**src/rtl/priority_encoder_16_to_4.sv**
```systemverilog
// Registered 16-to-4 priority encoder with sticky request capture and an ack handshake.
// Requests accumulate in a pending register; the winning index is presented until acked.
module priority_encoder_16_to_4 #(
    parameter int unsigned LOW_FIRST = 0
) (
    input  logic        clk,
    input  logic        rst,
    input  logic [15:0] req,
    input  logic        ack,
    output logic [3:0]  code,
    output logic        valid,
    output logic [15:0] pending,
    output logic [4:0]  pend_cnt
);

    logic [15:0] pending_r;
    logic [3:0]  code_r;
    logic        valid_r;
    logic [4:0]  pend_cnt_r;

    logic [15:0] clr_s;
    logic [15:0] pend_nx_s;
    logic [3:0]  code_nx_s;
    logic        valid_nx_s;
    logic [4:0]  pend_cnt_nx_s;

    function automatic logic [4:0] popcount16(input logic [15:0] v);
        logic [4:0] c;
        c = 5'd0;
        for (int i = 0; i < 16; i++) begin
            c = c + {4'd0, v[i]};
        end
        return c;
    endfunction

    // Ascending scan: the last set bit seen is the highest; empty vector yields 0.
    function automatic logic [3:0] enc_high(input logic [15:0] v);
        logic [3:0] idx;
        idx = 4'd0;
        for (int i = 0; i < 16; i++) begin
            if (v[i]) begin
                idx = 4'(i);
            end else begin
                idx = idx;
            end
        end
        return idx;
    endfunction

    function automatic logic [3:0] enc_low(input logic [15:0] v);
        logic [3:0] idx;
        idx = 4'd0;
        for (int i = 15; i >= 0; i--) begin
            if (v[i]) begin
                idx = 4'(i);
            end else begin
                idx = idx;
            end
        end
        return idx;
    endfunction

    // Retire the presented winner on ack, merge new requests (set wins), pick the next winner.
    always_comb begin
        clr_s = 16'h0000;
        if (valid_r && ack) begin
            clr_s = 16'h0001 << code_r;
        end else begin
            clr_s = 16'h0000;
        end
        pend_nx_s = (pending_r & ~clr_s) | req;
        if (LOW_FIRST != 0) begin
            code_nx_s = enc_low(pend_nx_s);
        end else begin
            code_nx_s = enc_high(pend_nx_s);
        end
        valid_nx_s    = |pend_nx_s;
        pend_cnt_nx_s = popcount16(pend_nx_s);
    end

    // State and outputs load together so they always describe the same pending value.
    always_ff @(posedge clk or posedge rst) begin
        if (rst) begin
            pending_r  <= 16'h0000;
            code_r     <= 4'h0;
            valid_r    <= 1'b0;
            pend_cnt_r <= 5'd0;
        end else begin
            pending_r  <= pend_nx_s;
            code_r     <= code_nx_s;
            valid_r    <= valid_nx_s;
            pend_cnt_r <= pend_cnt_nx_s;
        end
    end

    assign pending  = pending_r;
    assign code     = code_r;
    assign valid    = valid_r;
    assign pend_cnt = pend_cnt_r;

endmodule

```
**config.mk**
```make
export PLATFORM = sky130hd
export DESIGN_NAME = priority_encoder_16_to_4
export DESIGN_NICKNAME = d
export VERILOG_FILES = /design/src/rtl/priority_encoder_16_to_4.sv
export SDC_FILE = /design/constraint.sdc
export NUM_CORES = 1
export LEC_CHECK = 0
export ABC_AREA = 1
export CAP_MARGIN = 30
export CORE_MARGIN = 10
export CORE_UTILIZATION = 47
export DETAILED_ROUTE_END_ITERATION = 8
export HOLD_SLACK_MARGIN = 0.1
export PLACE_DENSITY = 0.8
export SYNTH_ARGS = -nofsm -noshare
export SYNTH_HDL_FRONTEND = slang
export SYNTH_SLANG_ARGS = --single-unit
export TNS_END_PERCENT = 10
```
**constraint.sdc**
```tcl
create_clock -name clk -period 5.1 [get_ports clk]
set_input_delay 0.765 -clock clk [delete_from_list [all_inputs] [get_ports clk]]
set_output_delay 0.765 -clock clk [all_outputs]
set_load 0.05 [all_outputs]
```
After elaboration in Yosys (flattened, before gate mapping)
Cells that the tools add are included.
{"block": "totals", "regBits": 26, "input_bits": 19, "out_inout_bits": 26, "wordCells": 41}
{"block": "op_classes", "n_addsub": 15, "n_shift": 1, "mux": 16, "bitwise_logic": 3, "n_reduce_logical": 2}
{"op": "2-to-1 mux 4 bit", "count": 14}
{"op": "adder 5 x 1 -> 5 bit", "count": 11}
{"op": "bitwise AND 16 bit", "count": 1}
{"op": "2-to-1 mux 16 bit", "count": 1}
{"op": "inverter 16 bit", "count": 1}
{"op": "bitwise OR 16 bit", "count": 1}
{"op": "OR reduction 16 bit", "count": 1}
{"op": "<< shifter 1 x 4 -> 16 bit (first input constant)", "count": 1}
{"op": "adder 4 x 1 -> 5 bit", "count": 1}
{"op": "adder 3 x 1 -> 4 bit", "count": 1}
{"op": "adder 2 x 1 -> 3 bit", "count": 1}
{"op": "adder 1 x 1 -> 2 bit", "count": 1}
{"op": "logical AND 1 bit", "count": 1}
{"op": "2-to-1 mux 1 bit", "count": 1}

Longest topological paths before layout
Gate-level depths: netlist of the first run.
{"block": "logic_depth", "depth_word": 20, "mapped_depth": 19, "mapped_depth_nobuf": 19}

Worst setup path after synthesis of the first run
OpenSTA, ideal clock, no wires.
{"block": "synth_path", "path_type": "input port to flip-flop", "from": "input ack", "to": "register pend_cnt_r[2] (netlist: pend_cnt[2])", "arrival_ps": 4067, "t_required_ps": 4977, "setup_slack_ps": 910, "path_stages": 15, "path_buffers": 0, "cell_sequence": "nand2_1 -> nor2_2 -> inv_1 -> o21ai_0 -> nand2_1 -> fa_1 -> inv_1 -> fa_1 -> fa_1 -> fa_1 -> inv_1 -> ha_1 -> inv_1 -> fa_1 -> xnor2_1"}
{"block": "synth_between", "elab_chain_cells": 20}
{"element": "start, declared", "line_no": "9", "rtl": "input logic ack,"}
{"element": "logical AND 1 bit", "line_no": "66", "rtl": "if (valid_r && ack) begin"}
{"element": "2-to-1 mux 16 bit", "line_no": "66"}
{"element": "inverter 16 bit", "line_no": "71", "rtl": "pend_nx_s = (pending_r & ~clr_s) | req;"}
{"element": "bitwise AND 16 bit", "line_no": "71"}
{"element": "bitwise OR 16 bit", "line_no": "71"}
{"element": "named net pend_nx_s[0]", "line_no": "22", "rtl": "logic [15:0] pend_nx_s;"}
{"element": "adder 1 x 1 -> 2 bit", "line_no": "31", "rtl": "c = c + {4'd0, v[i]};"}
{"element": "adder 2 x 1 -> 3 bit", "line_no": "31"}
{"element": "adder 3 x 1 -> 4 bit", "line_no": "31"}
{"element": "adder 4 x 1 -> 5 bit", "line_no": "31"}
{"element": "adder 5 x 1 -> 5 bit (11 in a row)", "line_no": "31"}
{"element": "named net pend_cnt_nx_s[2]", "line_no": "25", "rtl": "logic [4:0] pend_cnt_nx_s;"}
{"element": "end signal, assigned", "line_no": "92", "rtl": "pend_cnt_r <= pend_cnt_nx_s;"}
{"element": "end, declared", "line_no": "19", "rtl": "logic [4:0] pend_cnt_r;"}
The timed path passes the listed nets, and every way through them passes these cells.

Worst setup path after layout of the first run
{"block": "layout_path", "from": "input ack", "to": "register pend_cnt_r[2] (netlist: pend_cnt[2])"}
{"element": "logical AND 1 bit", "line_no": "66"}
{"element": "2-to-1 mux 16 bit", "line_no": "66"}
{"element": "inverter 16 bit", "line_no": "71"}
{"element": "bitwise AND 16 bit", "line_no": "71"}
{"element": "bitwise OR 16 bit", "line_no": "71"}
{"element": "named net pend_nx_s[7]", "line_no": "22"}
{"element": "adder 5 x 1 -> 5 bit (9 in a row)", "line_no": "31"}
{"element": "named net pend_cnt_nx_s[2]", "line_no": "25"}
The timed path passes the listed nets, and every way through them passes these cells.

==> run_results.csv, run 1 <==
group,metric,value,unit
clocking,clkSinkCount,26,
sta,hold_viol,0,
run_status,status,"finished, final reports clean",
job,cap_violations,0,
placed_design,dp_hpwl,3032,um
final_layout,antenna_cells,0,
final_layout,drive_gt1_frac,0.08108,
final_layout,synthToLayoutAreaGrowth,36.42,%
clocking,clkTransAtPathRegs,130,ps
critical_path,worstSetupStartpointType,"input port",
final_layout,utilization,0.6693,
logic_synthesis,synthAdderAreaFrac,0.1754,
sta,slew_violations,0,
critical_path,critPathKind,"input port to flop",
logic_synthesis,synth-xor-area-share,0.01170,
floorplanning,die_area,5845,sq um
sta,tns,0,ps
logic_synthesis,synthCells,174,
logic_synthesis,synthSimpleGateAreaFrac,0.2055,
route,wirelength,3457,um
sta,rsz0062_at_grt,"false",
route,avgRoutedWirePerCell,13.00,um
route,via_per_inst,4.530,
floorplanning,rows,20,
logic_synthesis,yosysTopAreaCell,"dfrtp_1",
sta,whs,520.7,ps
critical_path,arrival,4780,ps
floorplanning,die_x,76.45,um
floorplanning,io_pins,45,
clocking,cts_tree,"done",
logic_synthesis,synth.distinct_cells,19,
global_routing,first_global_vias,1316,
final_layout,multiInputGateArea,685.7,sq um
final_layout,final_cell_mix,"nand2_1, clkdlybuf4s50_1, inv_1, dfrtp_1, nor2_1",
final_layout,seqCellArea,650.6,sq um
logic_synthesis,synthTopCellsByArea,"dfrtp_1, fa_1, nand2_1, inv_1, ha_1",
logic_synthesis,syn-num-nets,208,
floorplanning,die_h,76.45,um
logic_synthesis,synth_mux_area_frac,0,
global_routing,grt_start_max_net_pins,18,
route,first_pass_iters,4,
power,ir_drop,208.2,uV
sta,setup_violations,0,
clocking,cts_buffers,3,
logic_synthesis,yosys_warnings,0,
placed_design,routabilityCongestion,0.8715,
clocking,post_cts.repair.setup_buffers,0,
sta,period_minus_slack,4563,ps
final_layout,final_cell_area,2043,sq um
clocking,clk_path_buf_depth,2,
global_routing,grt_usage,0.1282,
sta,finalCritPeriodShare,0.8948,
placed_design,io_buffers,44,
global_routing,grt_pass1_wl,6182,um
power,power,0.0004263,W
logic_synthesis,postSynthRegisterBits,26,
logic_synthesis,synth_top_cell_area_share,0.4344,
worst_hold_path,min_path_type,"flop to flop",
power,leakage,0.8063,nW
critical_path,cp_data_required_time,5320,ps
logic_synthesis,seq_area_frac_synth,0.4344,
critical_path,cp-end-kind,"flop",
final_layout,finalNetCount,258,
final_layout,n_fill_cell,267,
critical_path,cp_max_fo,7,
clocking,cts-resized-gates,0,
logic_synthesis,synth_top_family_by_area,"simple AND/OR/NAND/NOR gates",
sta,max_freq,219.1,MHz
power,power_density,208.7,nW/um^2
logic_synthesis,postSynthAreaPerCell,8.607,sq um
clocking,root_buffer,"clkbuf_4",
floorplanning,start_util,0.4906,
route,via_count,1205,
floorplanning,core,3053,sq um
route,ant_nets,0,
sta,worst_pin_slew,507.4,ps
logic_synthesis,synth-compound-area-share,0.06516,
route,drc,0,
global_routing,antenna_found_initial,0,
global_routing,grt-ovfl-total,0,
logic_synthesis,syn_area,1498,sq um
route,dr.first_iter.drc_count,110,
sta,relSlewSlack,0.6607,
placed_design,placed_area,2021,sq um
clocking,cts_hold_buffers,0,
clocking,htree_levels,1,
clocking,clkLatencyLatePin,320,ps
sta,skew,6.440,ps
==> logic make-up after synthesis <==
group	after synthesis
adder cells (fa/ha/maj)	15
buffers and inverters	43
flip-flops	26
AND/OR/NAND/NOR	72
AO/OA/AOI/OAI	16
XOR/XNOR	2
==> routing by layer <==
layer | share of wire | vias up | wire length (um) | GRT usage
li1 | - | 610 | - | -
met1 | 0.46 | 544 | 1590 | 0.1593
met2 | 0.46 | 44 | 1575 | 0.2007
met3 | 0.056 | 7 | 194 | 0.03302
met4 | 0.028 | 0 | 96 | 0.06320
met5 | 0 | - | 0 | 0
==> area by class of cell <==
class                           count  area share
Clock buffer                        3     0.01102
Inverter                           43     0.07900
Multi-Input combinational cell    105      0.3356
Sequential cell                    26      0.3184
Tap cell                           44     0.02694
Timing Repair Buffer               45      0.2290
==> cells in the mapped netlist <==
| cell | n |
|---|---|
| o21ai_0 | 3 |
| a21oi_2 | 4 |
| xnor2_1 | 1 |
| nand2_1 | 44 |
| xor2_1 | 1 |
| a21oi_1 | 7 |
| dfrtp_1 | 26 |
| nor3_1 | 5 |
| nand2_2 | 3 |
| ha_1 | 5 |
| fa_1 | 10 |
| o21ai_1 | 1 |
| nor2_2 | 3 |
| nor2_1 | 12 |
| nor3_2 | 2 |
| nand3_1 | 3 |
| o21bai_1 | 1 |
| inv_1 | 41 |
| inv_2 | 2 |
==> through the flow <==
step	instances	setup slack (ps)
after floorplan	174	909.6
after global placement	262	245.3
after detailed placement	263	176.5
after CTS	266	519.7
after global routing	266	244.5
final	266	536.5
==> path summary, 6_finish.rpt <==
check	cells after the start	end	start	slack, ps
worst min register to register	2	code[0]	pending[15]	520
worst max register to register	15	pend_cnt[2]	code[1]	870
min in group asynchronous	2	pending[6]	rst	750
worst min-delay path	2	code[0]	pending[15]	520
worst max-delay path	16	pend_cnt[2]	ack	540
max in group asynchronous	3	pending[0]	rst	3920
==> sequential cells by signal (all words and copies together) (netlist names) <==
register  cells
code          4
pend_cnt      5
pending      16
valid         1
==> worst max-delay path, stage by stage <==
cell and delay (ps):
clkdlybuf4s50_1 480, nand2_1 70, nor2_2 220, nand2_1 80, a21oi_1 240, inv_1 140
fa_1 510, inv_1 60, fa_1 460, fa_1 530, fa_1 410, inv_1 70
ha_1 170, inv_1 60, fa_1 410, xnor2_1 140
==> where the power goes <==
group | switching, W | internal, W | total, W | leakage (nW)
Combinational | 0.0000731 | 0.0000462 | 0.000119 | 0.544
Sequential | 0.00000457 | 0.000217 | 0.000222 | 0.248
Clock | 0.0000575 | 0.0000277 | 0.0000852 | 0.0138
Note: power is estimated with default switching activity, not from simulation.
==> inputs of run 2 (changes only) <==
--- a/config.mk
+++ b/config.mk
@@ -9,6 +9,8 @@
 export CAP_MARGIN = 30
 export CORE_MARGIN = 10
 export CORE_UTILIZATION = 47
+export CTS_BUF_LIST = sky130_fd_sc_hd__clkbuf_16
+export CTS_CLUSTER_DIAMETER = 100
 export DETAILED_ROUTE_END_ITERATION = 8
 export HOLD_SLACK_MARGIN = 0.1
 export PLACE_DENSITY = 0.8
==> run_results.csv, run 2 (synthesized netlist as in run 1, its figures left out) <==
group,metric,value,unit
run_status,status,"finished, final reports clean",
floorplanning,die_h,76.45,um
floorplanning,io_pins,45,
clocking,clk_path_buf_depth,2,
floorplanning,die_area,5845,sq um
clocking,cts_buffers,3,
floorplanning,die_x,76.45,um
global_routing,antenna_found_initial,0,
power,leakage,0.8294,nW
critical_path,critPathKind,"input port to flop",
worst_hold_path,min_path_type,"flop to flop",
placed_design,dp_hpwl,3032,um
final_layout,final_cell_mix,"nand2_1, clkdlybuf4s50_1, inv_1, dfrtp_1, nor2_1",
critical_path,worstSetupStartpointType,"input port",
global_routing,grt_usage,0.1284,
critical_path,crit_chain,"clkdlybuf4s50_1, nand2_1, nor2_2, inv_1, o21ai_0, nand2_1, fa_1, inv_1, fa_1, fa_1, fa_1, inv_1, ha_1, inv_1, fa_1, xnor2_1",
placed_design,io_buffers,44,
final_layout,largest_reg_flops,16,
floorplanning,rows,20,
route,avgRoutedWirePerCell,13.19,um
power,power_frac_seq,0.434,
global_routing,grt-ovfl-total,0,
critical_path,r2r_cells,15,
sta,max_freq,214.5,MHz
power,p_int,0.0003676,W
sta,relSlewSlack,0.6606,
final_layout,drive_gt1_frac,0.08108,
global_routing,grt.busiest_layer,"met2",
clocking,clkTransAtPathRegs,60,ps
power,switchingPower,0.0001444,W
worst_hold_path,min_to,"code[0]",
power,swShare,0.2820,
sta,slew_violations,0,
worst_hold_path,min-delay-start,"pending[15]",
floorplanning,core,3053,sq um
route,ant_nets,0,
clocking,cts_hold_buffers,0,
critical_path,worst-path-buf-inv,5,
final_layout,final_cell_area,2096,sq um
final_layout,utilization,0.6865,
critical_path,arrival,4800,ps
clocking,clkSinkCount,26,
sta,tns,0,ps
critical_path,cp_max_fo,7,
worst_hold_path,holdPathStages,2,
critical_path,cpMaxStageDelayCell,"fa_1",
critical_path,crit_top_cell,"fa_1",
sta,skew,4.277,ps
critical_path,cp_data_required_time,5240,ps
sta,period_minus_slack,4661,ps
floorplanning,start_util,0.4906,
global_routing,use_met1,0.1578,
sta,rsz0062_at_grt,"false",
critical_path,crit_family,"adder cells",
clocking,root_buffer,"clkbuf_16",
global_routing,grt_start_max_net_pins,18,
power,p_comb_frac,0.233,
power,power,0.0005120,W
route,drc,0,
critical_path,rr_startpoint,"code[1]",
power,pwr-share-clk,0.333,
clocking,cts_tree,"done",
clocking,clkLatencyLatePin,260,ps
placed_design,routabilityCongestion,0.8715,
route,via_per_inst,4.654,
critical_path,cp-end-kind,"flop",
route,first_pass_iters,4,
final_layout,antenna_cells,0,
job,cap_violations,0,
clocking,htree_levels,1,
clocking,post_cts.repair.setup_buffers,0,
sta,worst_pin_slew,507.5,ps
clocking,cts-resized-gates,0,
sta,hold_viol,0,
route,via_count,1238,
power,ir_drop,168.6,uV
final_layout,n_fill_cell,255,
global_routing,grtUsageMet2,0.2049,
route,wirelength,3509,um
sta,finalCritPeriodShare,0.9139,
critical_path,reg2reg_slack,880,ps
sta,setup_violations,0,
critical_path,max_stage_delay,560,ps
global_routing,grt_pass1_wl,6230,um
final_layout,finalNetCount,258,
placed_design,placed_area,2021,sq um
final_layout,synthToLayoutAreaGrowth,39.93,%
critical_path,worstReg2RegEnd,"pend_cnt[2]",
global_routing,first_global_vias,1346,
global_routing,use_met3,0.03066,
route,dr.first_iter.drc_count,92,
power,power_density,244.3,nW/um^2
-- run 2: cell types whose count changed in the layout (fill, tap and decap cells not counted) --
cell	change
clkbuf_4	-3
clkbuf_16	+3
-- run 2: worst max-delay path by stage --
stage	from	endpoint	slack, ps	cells past startpoint
floorplan	ack	pend_cnt[2]	910	15
global placement	ack	pend_cnt[4]	250	16
detailed placement	ack	pend_cnt[2]	180	16
CTS	ack	pend_cnt[2]	420	16
global route	ack	pend_cnt[4]	130	16
finish	ack	pend_cnt[2]	440	16
-- run 2: worst reg2reg max path, stage by stage, from the launching register on --
cell and delay, ps:
dfrtp_1 460, inv_1 100, nor3_1 280, nand2_1 80
a21oi_1 230, inv_1 140, fa_1 500, inv_1 50
fa_1 460, fa_1 530, fa_1 410, inv_1 70
ha_1 180, inv_1 60, fa_1 410, xnor2_1 140
-- run 2: per-stage QoR --
| stage | setup WS, ps | cells | hold WS, ps |
|---|---|---|---|
| 3_3_place_gp | 245.3 | 262 | 489.9 |
| 6_report | 438.9 | 266 | 506.3 |
| 3_5_place_dp | 176.5 | 263 | 495.1 |
| 4_1_cts | 415.1 | 266 | 509.5 |
| 5_1_grt | 130.1 | 266 | 526.6 |
| 2_1_floorplan | 909.6 | 174 | 788.4 |
-- run 2: layout make-up --
class | count | area [sq um] | area share
clock buffers | 3 | 75.07 | 0.03582
repair buffers | 45 | 467.9 | 0.2233
multi-input cells | 105 | 685.7 | 0.3272
inverters | 43 | 161.4 | 0.07702
flip-flops and latches | 26 | 650.6 | 0.3104
well taps | 44 | 55.05 | 0.02627
-- run 2: power groups by stage --
| stage | logic, W | registers [W] | clock network [W] |
|---|---|---|---|
| 3_5_place_dp | 0.000121 | 0.000226 | 0 |
| 3_3_place_gp | 0.000117 | 0.000226 | 0 |
| 2_1_floorplan | 0.0000302 | 0.000267 | 0 |
| 6_report | 0.000120 | 0.000222 | 0.000170 |
| 4_1_cts | 0.000122 | 0.000223 | 0.000172 |
| 5_1_grt | 0.000129 | 0.000224 | 0.000179 |
-- run 2: metal layers --
metal  routed length (um)  vias to the layer above
met5                    0                        -
met3                  220                        7
met2                 1671                       43
li1                     -                      611
met4                   91                        0
met1                 1526                      577
